==> src/rtl/legv8_pkg.sv <==
// -----------------------------------------------------------------------------
// legv8_pkg
// Shared types for the LEGv8 decode stage: operation and format enums, the
// opcode constants for each opcode width, and the decoded-entry struct that is
// stored in the decode-stage output queue.
// -----------------------------------------------------------------------------
package legv8_pkg;

  typedef enum logic [5:0] {
    OP_NONE  = 6'd0,
    OP_B     = 6'd1,
    OP_BL    = 6'd2,
    OP_ORRI  = 6'd3,
    OP_EORI  = 6'd4,
    OP_ADDI  = 6'd5,
    OP_ANDI  = 6'd6,
    OP_ADDIS = 6'd7,
    OP_SUBI  = 6'd8,
    OP_SUBIS = 6'd9,
    OP_ANDIS = 6'd10,
    OP_AND   = 6'd11,
    OP_ADD   = 6'd12,
    OP_ORR   = 6'd13,
    OP_ADDS  = 6'd14,
    OP_EOR   = 6'd15,
    OP_SUB   = 6'd16,
    OP_LSR   = 6'd17,
    OP_LSL   = 6'd18,
    OP_BR    = 6'd19,
    OP_ANDS  = 6'd20,
    OP_SUBS  = 6'd21
  } op_e;

  typedef enum logic [1:0] {
    FMT_R    = 2'd0,
    FMT_I    = 2'd1,
    FMT_B    = 2'd2,
    FMT_NONE = 2'd3
  } fmt_e;

  // 6-bit opcodes, instr[31:26]
  localparam logic [5:0]  OPC_B     = 6'b000101;
  localparam logic [5:0]  OPC_BL    = 6'b100101;

  // 10-bit opcodes, instr[31:22]
  localparam logic [9:0]  OPC_ORRI  = 10'b1011001000;
  localparam logic [9:0]  OPC_EORI  = 10'b1101001000;
  localparam logic [9:0]  OPC_ADDI  = 10'b1001000100;
  localparam logic [9:0]  OPC_ANDI  = 10'b1001001000;
  localparam logic [9:0]  OPC_ADDIS = 10'b1011000100;
  localparam logic [9:0]  OPC_SUBI  = 10'b1101000100;
  localparam logic [9:0]  OPC_SUBIS = 10'b1111000100;
  localparam logic [9:0]  OPC_ANDIS = 10'b1111001000;

  // 11-bit opcodes, instr[31:21]
  localparam logic [10:0] OPC_AND   = 11'b10001010000;
  localparam logic [10:0] OPC_ADD   = 11'b10001011000;
  localparam logic [10:0] OPC_ORR   = 11'b10101010000;
  localparam logic [10:0] OPC_ADDS  = 11'b10101011000;
  localparam logic [10:0] OPC_EOR   = 11'b11001010000;
  localparam logic [10:0] OPC_SUB   = 11'b11001011000;
  localparam logic [10:0] OPC_LSR   = 11'b11010011010;
  localparam logic [10:0] OPC_LSL   = 11'b11010011011;
  localparam logic [10:0] OPC_BR    = 11'b11010110000;
  localparam logic [10:0] OPC_ANDS  = 11'b11101010000;
  localparam logic [10:0] OPC_SUBS  = 11'b11101011000;

  // The queue word carries the widest legal immediate; narrower builds use
  // only the low DATA_W bits.
  localparam int IMM_W = 64;

  typedef struct packed {
    op_e              op;
    fmt_e             fmt;
    logic [4:0]       rd;
    logic [4:0]       rn;
    logic [4:0]       rm;
    logic [5:0]       shamt;
    logic [IMM_W-1:0] imm;
    logic             illegal;
  } dec_entry_t;

endpackage

==> src/rtl/legv8_decode_stage_if.sv <==
// -----------------------------------------------------------------------------
// legv8_decode_stage_if
// Handshake bundle of the decode stage: instruction input side (in_valid /
// in_ready / in_instr) and decoded output side (out_valid / out_ready / out_*).
//   slave  : the decode stage itself
//   master : the environment (fetch upstream, register read downstream)
// -----------------------------------------------------------------------------
interface legv8_decode_stage_if #(
  parameter int DATA_W = 64
);
  logic              in_valid;
  logic              in_ready;
  logic [31:0]       in_instr;
  logic              out_valid;
  logic              out_ready;
  logic [5:0]        out_op;
  logic [1:0]        out_fmt;
  logic [4:0]        out_rd;
  logic [4:0]        out_rn;
  logic [4:0]        out_rm;
  logic [5:0]        out_shamt;
  logic [DATA_W-1:0] out_imm;
  logic              out_illegal;

  modport slave (
    input  in_valid, in_instr, out_ready,
    output in_ready, out_valid, out_op, out_fmt, out_rd, out_rn, out_rm,
           out_shamt, out_imm, out_illegal
  );

  modport master (
    output in_valid, in_instr, out_ready,
    input  in_ready, out_valid, out_op, out_fmt, out_rd, out_rn, out_rm,
           out_shamt, out_imm, out_illegal
  );
endinterface

==> src/rtl/legv8_opdecode.sv <==
// -----------------------------------------------------------------------------
// legv8_opdecode
// Purely combinational LEGv8 opcode decoder. Classifies instr_i by its 11-bit,
// then 10-bit, then 6-bit opcode (first match wins) and extracts register,
// shift and immediate fields into a dec_entry_t.
//   instr_i : 32-bit instruction word
//   entry_o : decoded entry (op, fmt, rd, rn, rm, shamt, imm, illegal)
// -----------------------------------------------------------------------------
module legv8_opdecode
  import legv8_pkg::*;
#(
  parameter int DATA_W = 64
) (
  input  logic [31:0] instr_i,
  output dec_entry_t  entry_o
);

  op_e               op11;
  op_e               op10;
  op_e               op6;
  logic [DATA_W-1:0] imm_b;

  // Sign-extend imm26 to DATA_W first, then scale to a byte offset; bits
  // shifted out of the top are dropped.
  assign imm_b = {{(DATA_W-26){instr_i[25]}}, instr_i[25:0]} << 2;

  always_comb begin
    // NOTE: every variable gets a default before the case statements so no
    // path leaves it unassigned and no latch is inferred.
    op11 = OP_NONE;
    op10 = OP_NONE;
    op6  = OP_NONE;

    case (instr_i[31:21])
      OPC_AND:  op11 = OP_AND;
      OPC_ADD:  op11 = OP_ADD;
      OPC_ORR:  op11 = OP_ORR;
      OPC_ADDS: op11 = OP_ADDS;
      OPC_EOR:  op11 = OP_EOR;
      OPC_SUB:  op11 = OP_SUB;
      OPC_LSR:  op11 = OP_LSR;
      OPC_LSL:  op11 = OP_LSL;
      OPC_BR:   op11 = OP_BR;
      OPC_ANDS: op11 = OP_ANDS;
      OPC_SUBS: op11 = OP_SUBS;
      default:  op11 = OP_NONE;
    endcase

    case (instr_i[31:22])
      OPC_ORRI:  op10 = OP_ORRI;
      OPC_EORI:  op10 = OP_EORI;
      OPC_ADDI:  op10 = OP_ADDI;
      OPC_ANDI:  op10 = OP_ANDI;
      OPC_ADDIS: op10 = OP_ADDIS;
      OPC_SUBI:  op10 = OP_SUBI;
      OPC_SUBIS: op10 = OP_SUBIS;
      OPC_ANDIS: op10 = OP_ANDIS;
      default:   op10 = OP_NONE;
    endcase

    case (instr_i[31:26])
      OPC_B:   op6 = OP_B;
      OPC_BL:  op6 = OP_BL;
      default: op6 = OP_NONE;
    endcase

    // Register and shift fields are raw bit slices regardless of format.
    entry_o.rd      = instr_i[4:0];
    entry_o.rn      = instr_i[9:5];
    entry_o.rm      = instr_i[20:16];
    entry_o.shamt   = instr_i[15:10];
    entry_o.op      = OP_NONE;
    entry_o.fmt     = FMT_NONE;
    entry_o.imm     = '0;
    entry_o.illegal = 1'b1;

    if (op11 != OP_NONE) begin
      entry_o.op      = op11;
      entry_o.fmt     = FMT_R;
      entry_o.illegal = 1'b0;
    end else if (op10 != OP_NONE) begin
      entry_o.op      = op10;
      entry_o.fmt     = FMT_I;
      entry_o.imm     = IMM_W'(instr_i[21:10]);
      entry_o.illegal = 1'b0;
    end else if (op6 != OP_NONE) begin
      entry_o.op      = op6;
      entry_o.fmt     = FMT_B;
      entry_o.imm     = IMM_W'(imm_b);
      entry_o.illegal = 1'b0;
    end
  end

endmodule

==> src/rtl/legv8_decode_stage.sv <==
// -----------------------------------------------------------------------------
// legv8_decode_stage
// Pipelined LEGv8 decode stage between fetch and register read. Decodes each
// accepted instruction word and buffers the result in a DEPTH-entry circular
// queue; out_* always present the registered queue head.
//   clk, rst_n  : clock, asynchronous active-low reset (flushes the queue)
//   bus (slave) : in_valid/in_ready/in_instr and out_valid/out_ready/out_*
//   illegal_cnt : saturating count of accepted illegal words; present only
//                 when LEGV8_DECODE_ILLEGAL_CNT_EN is defined
// Parameters: DATA_W (32 or 64) immediate width, DEPTH (power of two, >= 2).
// -----------------------------------------------------------------------------
module legv8_decode_stage
  import legv8_pkg::*;
#(
  parameter int DATA_W = 64,
  parameter int DEPTH  = 2
) (
  input  logic                 clk,
  input  logic                 rst_n,
  legv8_decode_stage_if.slave  bus
`ifdef LEGV8_DECODE_ILLEGAL_CNT_EN
  ,
  output logic [15:0]          illegal_cnt
`endif
);

  localparam int PTR_W = $clog2(DEPTH);
  localparam int CNT_W = PTR_W + 1;

  dec_entry_t       dec;
  dec_entry_t       mem_q [DEPTH];
  dec_entry_t       head_q, head_d;
  logic [PTR_W-1:0] rd_ptr_q, rd_ptr_d;
  logic [PTR_W-1:0] wr_ptr_q, wr_ptr_d;
  logic [CNT_W-1:0] count_q, count_d;
  logic [CNT_W-1:0] remain;
  logic             out_valid_q, in_ready_q;
  logic             push, pop;

  legv8_opdecode #(.DATA_W(DATA_W)) u_opdecode (
    .instr_i (bus.in_instr),
    .entry_o (dec)
  );

  assign push = bus.in_valid && in_ready_q;
  assign pop  = bus.out_ready && out_valid_q;

  always_comb begin
    rd_ptr_d = rd_ptr_q;
    wr_ptr_d = wr_ptr_q;
    count_d  = count_q;
    head_d   = head_q;

    if (push) begin
      wr_ptr_d = (wr_ptr_q == PTR_W'(DEPTH - 1)) ? '0 : wr_ptr_q + 1'b1;
    end
    if (pop) begin
      rd_ptr_d = (rd_ptr_q == PTR_W'(DEPTH - 1)) ? '0 : rd_ptr_q + 1'b1;
    end
    case ({push, pop})
      2'b10:   count_d = count_q + 1'b1;
      2'b01:   count_d = count_q - 1'b1;
      default: count_d = count_q;
    endcase

    // Entries left after this cycle's pop. If none remain, the new head can
    // only be the word being pushed now (it is not in storage yet); otherwise
    // it already sits in storage at the next read pointer. With nothing left
    // and nothing pushed, the head register keeps its last value.
    remain = count_q - CNT_W'(pop);
    if (remain == '0) begin
      if (push) begin
        head_d = dec;
      end
    end else begin
      head_d = mem_q[rd_ptr_d];
    end
  end

  // NOTE: queue storage has no reset; the pointers and count define which
  // entries are meaningful, and the head register supplies reset values.
  always_ff @(posedge clk) begin
    if (push) begin
      mem_q[wr_ptr_q] <= dec;
    end
  end

  // NOTE: sequential state uses non-blocking assignments so every register
  // samples the pre-edge values regardless of statement order.
  always_ff @(posedge clk or negedge rst_n) begin
    if (!rst_n) begin
      rd_ptr_q    <= '0;
      wr_ptr_q    <= '0;
      count_q     <= '0;
      head_q      <= '0;
      out_valid_q <= 1'b0;
      in_ready_q  <= 1'b1;
    end else begin
      rd_ptr_q    <= rd_ptr_d;
      wr_ptr_q    <= wr_ptr_d;
      count_q     <= count_d;
      head_q      <= head_d;
      out_valid_q <= (count_d != '0);
      in_ready_q  <= (count_d != CNT_W'(DEPTH));
    end
  end

`ifdef LEGV8_DECODE_ILLEGAL_CNT_EN
  logic [15:0] illegal_cnt_q;

  always_ff @(posedge clk or negedge rst_n) begin
    if (!rst_n) begin
      illegal_cnt_q <= '0;
    end else if (push && dec.illegal && (illegal_cnt_q != 16'hFFFF)) begin
      illegal_cnt_q <= illegal_cnt_q + 1'b1;
    end
  end

  assign illegal_cnt = illegal_cnt_q;
`endif

  assign bus.in_ready    = in_ready_q;
  assign bus.out_valid   = out_valid_q;
  assign bus.out_op      = head_q.op;
  assign bus.out_fmt     = head_q.fmt;
  assign bus.out_rd      = head_q.rd;
  assign bus.out_rn      = head_q.rn;
  assign bus.out_rm      = head_q.rm;
  assign bus.out_shamt   = head_q.shamt;
  assign bus.out_imm     = head_q.imm[DATA_W-1:0];
  assign bus.out_illegal = head_q.illegal;

endmodule
==> src/flat_wrapper.sv <==
// flat-port wrapper written by rule: the top's interface ports become plain ports
module legv8_decode_stage_flat import legv8_pkg::*;
#(
  parameter int DATA_W = 64,
  parameter int DEPTH  = 2
)
  (clk, rst_n, bus_in_valid, bus_in_instr, bus_out_ready, bus_in_ready, bus_out_valid, bus_out_op, bus_out_fmt, bus_out_rd, bus_out_rn, bus_out_rm, bus_out_shamt, bus_out_imm, bus_out_illegal);
  legv8_decode_stage_if #(.DATA_W(DATA_W)) bus_i ();
  input  logic clk;
  input  logic rst_n;
  input wire logic [$bits(bus_i.in_valid)-1:0] bus_in_valid;
  input wire logic [$bits(bus_i.in_instr)-1:0] bus_in_instr;
  input wire logic [$bits(bus_i.out_ready)-1:0] bus_out_ready;
  output wire logic [$bits(bus_i.in_ready)-1:0] bus_in_ready;
  output wire logic [$bits(bus_i.out_valid)-1:0] bus_out_valid;
  output wire logic [$bits(bus_i.out_op)-1:0] bus_out_op;
  output wire logic [$bits(bus_i.out_fmt)-1:0] bus_out_fmt;
  output wire logic [$bits(bus_i.out_rd)-1:0] bus_out_rd;
  output wire logic [$bits(bus_i.out_rn)-1:0] bus_out_rn;
  output wire logic [$bits(bus_i.out_rm)-1:0] bus_out_rm;
  output wire logic [$bits(bus_i.out_shamt)-1:0] bus_out_shamt;
  output wire logic [$bits(bus_i.out_imm)-1:0] bus_out_imm;
  output wire logic [$bits(bus_i.out_illegal)-1:0] bus_out_illegal;
  assign bus_i.in_valid = bus_in_valid;
  assign bus_i.in_instr = bus_in_instr;
  assign bus_i.out_ready = bus_out_ready;
  assign bus_in_ready = bus_i.in_ready;
  assign bus_out_valid = bus_i.out_valid;
  assign bus_out_op = bus_i.out_op;
  assign bus_out_fmt = bus_i.out_fmt;
  assign bus_out_rd = bus_i.out_rd;
  assign bus_out_rn = bus_i.out_rn;
  assign bus_out_rm = bus_i.out_rm;
  assign bus_out_shamt = bus_i.out_shamt;
  assign bus_out_imm = bus_i.out_imm;
  assign bus_out_illegal = bus_i.out_illegal;
  legv8_decode_stage #(.DATA_W(DATA_W), .DEPTH(DEPTH)) u_core (.clk(clk), .rst_n(rst_n), .bus(bus_i));
endmodule
==> config.mk <==
export PLATFORM = sky130hd
export DESIGN_NAME = legv8_decode_stage_flat
export DESIGN_NICKNAME = d
export VERILOG_FILES = /design/src/rtl/legv8_pkg.sv /design/src/rtl/legv8_decode_stage_if.sv /design/src/rtl/legv8_opdecode.sv /design/src/rtl/legv8_decode_stage.sv /design/src/flat_wrapper.sv
export SDC_FILE = /design/constraint.sdc
export NUM_CORES = 1
export LEC_CHECK = 0
export CAP_MARGIN = 40
export CORE_MARGIN = 2
export CORE_UTILIZATION = 50
export CTS_CLUSTER_DIAMETER = 50
export DETAILED_ROUTE_END_ITERATION = 10
export PLACE_DENSITY_LB_ADDON = 0.2
export SLEW_MARGIN = 20
export SYNTH_ARGS = -nofsm -noshare
export SYNTH_HDL_FRONTEND = slang
export SYNTH_HIERARCHICAL = 1
export SYNTH_SLANG_ARGS = --single-unit
==> constraint.sdc <==
create_clock -name clk -period 6.5 [get_ports clk]
set_clock_uncertainty 0.15 [all_clocks]
set_input_delay 1.3 -clock clk [delete_from_list [all_inputs] [get_ports clk]]
set_output_delay 1.3 -clock clk [all_outputs]
set_load 0.02 [all_outputs]
==> results of run 1 <==
## power by group through the flow
stage / Clock [W] / Sequential [W] / Combinational, W
after floorplan: 0 / 0.00320 / 0.00182
final: 0.00185 / 0.00295 / 0.00343
after global routing: 0.00195 / 0.00301 / 0.00367
after CTS: 0.00188 / 0.00295 / 0.00337
after global placement: 0 / 0.00298 / 0.00322
after detailed placement: 0 / 0.00298 / 0.00336
## state kept, by name, summed over array words and instances (netlist names), 2 cells and up
signal                cells
u_core/bus.out_shamt      6
u_core/mem_q            188
u_core/bus.out_op         6
u_core/bus.out_rn         5
u_core/bus.out_fmt        2
u_core/bus.out_rm         5
u_core/bus.out_rd         5
u_core/bus.out_imm       64
u_core/count_q            2
## worst paths after layout
path                                startpoint                      to  cells past startpoint
hold / removal             u_core/mem_q[0][85]    u_core/bus.out_rd[4]                      2
setup reg to reg           u_core/bus.in_ready     u_core/mem_q[0][84]                      4
min in group asynchronous                rst_n  u_core/bus.out_imm[30]                      1
hold reg to reg            u_core/mem_q[0][85]    u_core/bus.out_rd[4]                      2
setup / recovery           u_core/bus.in_ready            bus_in_ready                      1
max in group asynchronous                rst_n       u_core/count_q[1]                      3
## placed cells by master (no fill, tap or decap), drive strengths merged, types with 2 or more instances in the layout
| cell type | synthesis | final |
|---|---|---|
| edfxtp | 188 | 188 |
| clkdlybuf4s50 | 0 | 129 |
| o21ai | 101 | 101 |
| nand3 | 99 | 99 |
| dfrtp | 99 | 99 |
| and3 | 96 | 96 |
| a21boi | 96 | 96 |
| a31oi | 94 | 94 |
| a2111oi | 94 | 94 |
| clkbuf | 76 | 44 |
| buf | 113 | 31 |
| and2 | 20 | 20 |
| nand2 | 11 | 11 |
| a22o | 10 | 10 |
| clkinv | 0 | 10 |
| inv | 3 | 9 |
| nor2 | 7 | 7 |
| nor2b | 4 | 4 |
| xnor2 | 3 | 3 |
| a21o | 3 | 3 |
| a21oi | 3 | 3 |
| nor3 | 3 | 3 |
| clkinvlp | 0 | 2 |
| nand2b | 2 | 2 |
| o22ai | 2 | 2 |
| a32oi | 2 | 2 |
| nand4 | 2 | 2 |
| and4bb | 2 | 2 |
## cell families after synthesis
family | after synthesis | share of synthesized area, %
compound gates | 410 | 23.1
other cells | 1 | 0.0267
buf+inv | 192 | 7.94
simple gates | 254 | 10.6
flops | 288 | 58.1
xor+xnor | 4 | 0.250
fa+ha+maj | 1 | 0.0891
## stage by stage
stage	worst slack (ps)	util [%]	total power, W
2_1_floorplan	85.6	-	0.00502
3_3_place_gp	2190	53.8	0.00620
3_5_place_dp	2140	54.5	0.00634
4_1_cts	2640	58.5	0.00820
5_1_grt	2580	59.0	0.00864
6_report	2660	59.0	0.00824
## layer usage
metal | wire [um] | global-route usage [%] | share of wire [%]
met2 | 18100 | 40.4 | 46
met3 | 2930 | 4.53 | 7.5
met4 | 1200 | 9.58 | 3.1
met5 | 13 | 0 | 0.033
met1 | 16700 | 38.0 | 43
## cell type report
cell class | count | area [um^2] | area share [%]
clock inverters | 19 | 143 | 0.872
flip-flops and latches | 288 | 8160 | 49.9
inverters | 3 | 11.3 | 0.0689
diodes | 1 | 2.50 | 0.0153
repair buffers | 160 | 1790 | 10.9
multi-input cells | 670 | 4830 | 29.5
clock buffers | 44 | 950 | 5.81
well taps | 378 | 473 | 2.89
==> flow_results.xml, run 1 <==
<?xml version="1.0" encoding="UTF-8"?>
<metrics>
  <group name="finish">
    <metric name="final-instance-count-excl-fill" unit="">1563</metric>
    <metric name="drive_gt1_share" unit="%">14.2</metric>
    <metric name="post-route-cell-area" unit="mm^2">0.0164</metric>
    <metric name="layout-area-overhead-vs-synth" unit="%">16.5</metric>
    <metric name="num-nets-final" unit="">1195</metric>
    <metric name="fillerInstances" unit="">2202</metric>
  </group>
  <group name="global_route">
    <metric name="initial_antenna_violation_count" unit="">1</metric>
    <metric name="globalRoute.totalOverflow" unit="">0</metric>
    <metric name="first_global_vias" unit="">10100</metric>
    <metric name="grt_first_pass_wirelength" unit="um">59800</metric>
    <metric name="grtUsageTotal" unit="%">26.4</metric>
    <metric name="grt_max_degree" unit="">101</metric>
  </group>
  <group name="critical_path">
    <metric name="cpPeakStageDelay" unit="ps">1110</metric>
    <metric name="worstSetupStartpointType" unit="">flop</metric>
    <metric name="required" unit="ps">5050</metric>
    <metric name="crit_path_end_kind" unit="">output port</metric>
    <metric name="top_fanout_value_on_the_critical_path" unit="">92</metric>
    <metric name="slack_of_the_worst_reg_to_reg_path" unit="ps">3360</metric>
    <metric name="arrival" unit="ps">2390</metric>
    <metric name="crit_type" unit="">reg -&gt; out</metric>
    <metric name="slowest_stage" unit="">sky130_fd_sc_hd__dfstp_4</metric>
    <metric name="worst-path-buf-inv" unit="">1</metric>
    <metric name="critPathTopFamily" unit="">flip-flops</metric>
    <metric name="critical_path_cell_sequence" unit="">clkdlybuf4s50_1</metric>
  </group>
  <group name="floorplanning">
    <metric name="ios" unit="">132</metric>
    <metric name="fp.dieH" unit="um">172</metric>
    <metric name="die-width" unit="um">172</metric>
    <metric name="initial_core_util" unit="%">50.7</metric>
    <metric name="standard_cell_core_area" unit="mm^2">0.0277</metric>
    <metric name="row_count" unit="">61</metric>
    <metric name="dieArea" unit="mm^2">0.0294</metric>
  </group>
  <group name="synth">
    <metric name="synth.most_common_cell" unit="">sky130_fd_sc_hd__edfxtp_1</metric>
    <metric name="syn_nets" unit="">1187</metric>
    <metric name="synth_common_cells" unit="">sky130_fd_sc_hd__edfxtp_1 (188), sky130_fd_sc_hd__dfrtp_1 (99), sky130_fd_sc_hd__nand3_1 (98)</metric>
    <metric name="syn_avg_cell_area" unit="um^2">12.2</metric>
    <metric name="synth.cell_area" unit="mm^2">0.0140</metric>
    <metric name="number_of_synthesized_flops_with_an_enable_pin" unit="">188</metric>
    <metric name="synthDominantAreaCellType" unit="">sky130_fd_sc_hd__edfxtp_1</metric>
    <metric name="netlist_top_cells_area" unit="">sky130_fd_sc_hd__edfxtp_1 (40%), sky130_fd_sc_hd__dfrtp_1 (18%), sky130_fd_sc_hd__a2111oi_2 (6.4%)</metric>
    <metric name="synthesis.instances" unit="">1150</metric>
    <metric name="synth.ff_latch_count" unit="">288</metric>
    <metric name="ys_types" unit="">55</metric>
    <metric name="yosysWarnings" unit="">6</metric>
    <metric name="netlist.area_leader.share" unit="%">40.2</metric>
    <metric name="yosysSeqAreaShare" unit="%">58.1</metric>
    <metric name="synth-main-ff-cell" unit="">sky130_fd_sc_hd__edfxtp_1</metric>
    <metric name="synth_async_sr_flop_share" unit="%">34.7</metric>
  </group>
  <group name="drt">
    <metric name="route.detailed.wl_per_inst" unit="um">24.9</metric>
    <metric name="drc_errors" unit="">0</metric>
    <metric name="dr.first_iter.drc_count" unit="">983</metric>
    <metric name="antenna_violating_nets_post_route" unit="">0</metric>
    <metric name="routed_wirelength" unit="um">38900</metric>
    <metric name="firstDrtPassIters" unit="">5</metric>
    <metric name="route.vias.total" unit="">10200</metric>
    <metric name="vias_per_cell" unit="">6.53</metric>
  </group>
  <group name="clocking">
    <metric name="cts_hold_buf" unit="">0</metric>
    <metric name="number_of_h_tree_levels" unit="">2</metric>
    <metric name="ctsLongestPathBuffers" unit="">3</metric>
    <metric name="ctsRootBufferMaster" unit="">sky130_fd_sc_hd__clkbuf_16</metric>
    <metric name="clk-insertion-delay-late" unit="ps">520</metric>
    <metric name="cts-resized-gates" unit="">0</metric>
    <metric name="clock_sink_count" unit="">288</metric>
    <metric name="post_cts_buffers" unit="">0</metric>
    <metric name="numCtsBuffers" unit="">35</metric>
    <metric name="tritoncts" unit="">built</metric>
    <metric name="clk_transition_reported_paths" unit="ps">50</metric>
  </group>
  <group name="timing">
    <metric name="period_share" unit="%">59.0</metric>
    <metric name="slew_headroom" unit="%">44.5</metric>
    <metric name="timing.final.max_slew_violations" unit="">0</metric>
    <metric name="grt_setup_unrepaired" unit="">false</metric>
    <metric name="timing.final.setup_violations" unit="">0</metric>
    <metric name="max_slew.worst_pin.slew" unit="ps">833</metric>
    <metric name="fmaxAchievable" unit="GHz">0.261</metric>
    <metric name="fin_tns_setup" unit="ps">0</metric>
    <metric name="finalHoldWorstSlack" unit="ps">379</metric>
    <metric name="finalCriticalPeriod" unit="ps">3840</metric>
    <metric name="finalHoldViolCount" unit="">0</metric>
  </group>
  <group name="placed_design">
    <metric name="dp_cells" unit="">1493</metric>
    <metric name="postPlaceCellArea" unit="mm^2">0.0151</metric>
    <metric name="io_buffers" unit="">131</metric>
    <metric name="place.gp.congestion" unit="">0.818</metric>
    <metric name="post-dp-hpwl" unit="um">20800</metric>
  </group>
  <group name="worst_hold_path">
    <metric name="hold_path.class" unit="">reg -&gt; reg</metric>
  </group>
  <group name="run_status">
    <metric name="run_status" unit="">completed</metric>
  </group>
  <group name="power">
    <metric name="power.density" unit="mW/mm^2">504</metric>
    <metric name="p_leak" unit="nW">5.94</metric>
    <metric name="pwr-share-seq" unit="%">35.9</metric>
    <metric name="p_clk_share" unit="%">22.5</metric>
    <metric name="internal_power" unit="W">0.00505</metric>
    <metric name="ir_worst_vdd" unit="mV">0.335</metric>
    <metric name="netSwitchingPower" unit="W">0.00319</metric>
    <metric name="swShare" unit="%">38.7</metric>
    <metric name="comb_power_share" unit="%">41.7</metric>
  </group>
  <group name="flow_run">
    <metric name="max-cap-violations" unit="">0</metric>
  </group>
</metrics>
Note: power is estimated with default switching activity, not from simulation.
==> run 2: changes to the inputs <==
clock period = 3.2 ns   (was 6.5 ns; I/O delays follow)
==> flow_results.xml, run 2 (synthesis results as in run 1) <==
<?xml version="1.0" encoding="UTF-8"?>
<metrics>
  <group name="critical_path">
    <metric name="critical_path_cell_sequence" unit="">clkdlybuf4s50_1</metric>
    <metric name="slack_of_the_worst_reg_to_reg_path" unit="ps">740</metric>
    <metric name="critPathTopFamily" unit="">flip-flops</metric>
    <metric name="timing.critical_path.depth" unit="">1</metric>
    <metric name="required" unit="ps">2410</metric>
    <metric name="crit_type" unit="">reg -&gt; out</metric>
    <metric name="cpPeakStageDelay" unit="ps">940</metric>
    <metric name="r2r-end" unit="">u_core/bus.out_imm[29]</metric>
    <metric name="worst-path-buf-inv" unit="">1</metric>
    <metric name="worst-r2r-cell-count" unit="">4</metric>
    <metric name="critical_path.reg2reg.startpoint" unit="">u_core/bus.in_ready</metric>
    <metric name="top_fanout_value_on_the_critical_path" unit="">60</metric>
    <metric name="worstSetupStartpointType" unit="">flop</metric>
    <metric name="timing.critical_path.from" unit="">u_core/bus.in_ready</metric>
    <metric name="slowest_stage" unit="">sky130_fd_sc_hd__dfstp_4</metric>
    <metric name="crit_path_end" unit="">bus_in_ready</metric>
    <metric name="arrival" unit="ps">2150</metric>
    <metric name="crit_path_end_kind" unit="">output port</metric>
  </group>
  <group name="clocking">
    <metric name="ctsLongestPathBuffers" unit="">3</metric>
    <metric name="clock_sink_count" unit="">288</metric>
    <metric name="tritoncts" unit="">built</metric>
    <metric name="cts_hold_buf" unit="">0</metric>
    <metric name="clk-insertion-delay-late" unit="ps">500</metric>
    <metric name="post_cts_buffers" unit="">0</metric>
    <metric name="cts-resized-gates" unit="">0</metric>
    <metric name="numCtsBuffers" unit="">35</metric>
    <metric name="clk_transition_reported_paths" unit="ps">50</metric>
    <metric name="ctsRootBufferMaster" unit="">sky130_fd_sc_hd__clkbuf_16</metric>
    <metric name="number_of_h_tree_levels" unit="">2</metric>
  </group>
  <group name="finish">
    <metric name="mostFrequentLayoutCells" unit="">sky130_fd_sc_hd__edfxtp_1 (188), sky130_fd_sc_hd__clkdlybuf4s50_1 (129), sky130_fd_sc_hd__nand3_1 (98), sky130_fd_sc_hd__dfrtp_1 (98)</metric>
    <metric name="layout-area-overhead-vs-synth" unit="%">17.6</metric>
    <metric name="largest_register_ffs" unit="">188</metric>
    <metric name="n_antenna_cell" unit="">0</metric>
    <metric name="drive_gt1_share" unit="%">14.9</metric>
    <metric name="regMostFlops" unit="">u_core/mem_q</metric>
    <metric name="area_occupied_by_registers" unit="mm^2">0.00816</metric>
    <metric name="num-nets-final" unit="">1205</metric>
    <metric name="multiInputGateArea" unit="mm^2">0.00484</metric>
    <metric name="fillerInstances" unit="">2189</metric>
    <metric name="layout.cells.most_common" unit="">sky130_fd_sc_hd__edfxtp_1</metric>
  </group>
  <group name="floorplanning">
    <metric name="fp.dieH" unit="um">172</metric>
    <metric name="initial_core_util" unit="%">50.7</metric>
    <metric name="standard_cell_core_area" unit="mm^2">0.0277</metric>
    <metric name="ios" unit="">132</metric>
    <metric name="die-width" unit="um">172</metric>
    <metric name="row_count" unit="">61</metric>
    <metric name="dieArea" unit="mm^2">0.0294</metric>
  </group>
  <group name="drt">
    <metric name="dr.first_iter.drc_count" unit="">951</metric>
    <metric name="antenna_violating_nets_post_route" unit="">0</metric>
    <metric name="route.vias.total" unit="">10200</metric>
    <metric name="drc_errors" unit="">0</metric>
    <metric name="vias_per_cell" unit="">6.49</metric>
    <metric name="firstDrtPassIters" unit="">7</metric>
    <metric name="route.detailed.wl_per_inst" unit="um">23.8</metric>
    <metric name="routed_wirelength" unit="um">37400</metric>
  </group>
  <group name="global_route">
    <metric name="gr-max-usage-layer" unit="">met2</metric>
    <metric name="grt_first_pass_wirelength" unit="um">57500</metric>
    <metric name="globalRoute.totalOverflow" unit="">0</metric>
    <metric name="grt.met2_usage" unit="%">38.8</metric>
    <metric name="initial_antenna_violation_count" unit="">0</metric>
    <metric name="first_global_vias" unit="">9812</metric>
    <metric name="grt_max_degree" unit="">140</metric>
    <metric name="met1_usage" unit="%">36.5</metric>
    <metric name="grtUsageTotal" unit="%">25.2</metric>
    <metric name="global_route.usage.met3" unit="%">4.90</metric>
  </group>
  <group name="timing">
    <metric name="fmaxAchievable" unit="GHz">0.340</metric>
    <metric name="timing.final.max_slew_violations" unit="">0</metric>
    <metric name="fin_tns_setup" unit="ps">0</metric>
    <metric name="timing.final.setup_violations" unit="">0</metric>
    <metric name="finalHoldViolCount" unit="">0</metric>
    <metric name="period_share" unit="%">91.8</metric>
    <metric name="setup_slack" unit="ps">262</metric>
    <metric name="max_slew.worst_pin.slew" unit="ps">691</metric>
    <metric name="grt_setup_unrepaired" unit="">false</metric>
    <metric name="slew_headroom" unit="%">53.9</metric>
    <metric name="finalCriticalPeriod" unit="ps">2940</metric>
  </group>
  <group name="power">
    <metric name="ir_worst_vdd" unit="mV">0.505</metric>
    <metric name="power.density" unit="mW/mm^2">1030</metric>
    <metric name="p_leak" unit="nW">6.02</metric>
  </group>
  <group name="worst_hold_path">
    <metric name="hold_path.class" unit="">in -&gt; async</metric>
  </group>
  <group name="placed_design">
    <metric name="place.gp.congestion" unit="">0.944</metric>
    <metric name="dp_worst_setup_slack" unit="ps">156</metric>
    <metric name="io_buffers" unit="">131</metric>
    <metric name="post-dp-hpwl" unit="um">20400</metric>
  </group>
  <group name="run_status">
    <metric name="run_status" unit="">completed</metric>
  </group>
  <group name="flow_run">
    <metric name="max-cap-violations" unit="">0</metric>
  </group>
</metrics>
run 2: how the worst min path moves through the flow:
| stage | from | end | slack (ps) | cells after the start |
|---|---|---|---|---|
| 4_1_cts | rst_n | u_core/bus.out_imm[12] | 50 | 1 |
| 6_report | rst_n | u_core/bus.out_imm[12] | 30 | 1 |
| 2_1_floorplan | rst_n | u_core/bus.out_fmt[0] | 190 | 0 |
| 5_1_grt | rst_n | u_core/bus.out_imm[12] | 80 | 1 |
| 3_3_place_gp | u_core/mem_q[0][62] | u_core/bus.out_imm[61] | 370 | 2 |
| 3_5_place_dp | u_core/mem_q[0][44] | u_core/bus.out_imm[43] | 380 | 2 |
run 2: per-stage QoR:
stage	util [%]	cells	cell area [um^2]	hold WS (ps)	total power, W
2_1_floorplan	-	1150	14000	194	0.0102
5_1_grt	59.6	1571	16500	77.7	0.0177
3_5_place_dp	55.3	1508	15300	382	0.0129
3_3_place_gp	55.3	1508	15300	375	0.0128
4_1_cts	59.5	1570	16500	50.5	0.0170
6_report	59.6	1571	16500	25.5	0.0169
run 2: metal layers:
metal | up-vias | routed length (um) | share of wire (%)
li1 | 4491 | - | -
met5 | - | 0 | 0
met1 | 5187 | 16000 | 43
met3 | 57 | 3020 | 8.1
met2 | 457 | 17600 | 47
met4 | 0 | 789 | 2.1
run 2: where the power goes:
part | internal [W] | switching (W)
Sequential | 0.00524 | 0.000659
Clock | 0.00252 | 0.00148
Combinational | 0.00285 | 0.00418
Total | 0.0106 | 0.00632
run 2: layout make-up:
type | count | share of cell area, %
Sequential cell | 288 | 49.4
Multi-Input combinational cell | 670 | 29.3
Timing Repair Buffer | 170 | 11.3
Clock buffer | 44 | 5.81
Tap cell | 378 | 2.86
Clock inverter | 18 | 1.29
Inverter | 3 | 0.0682
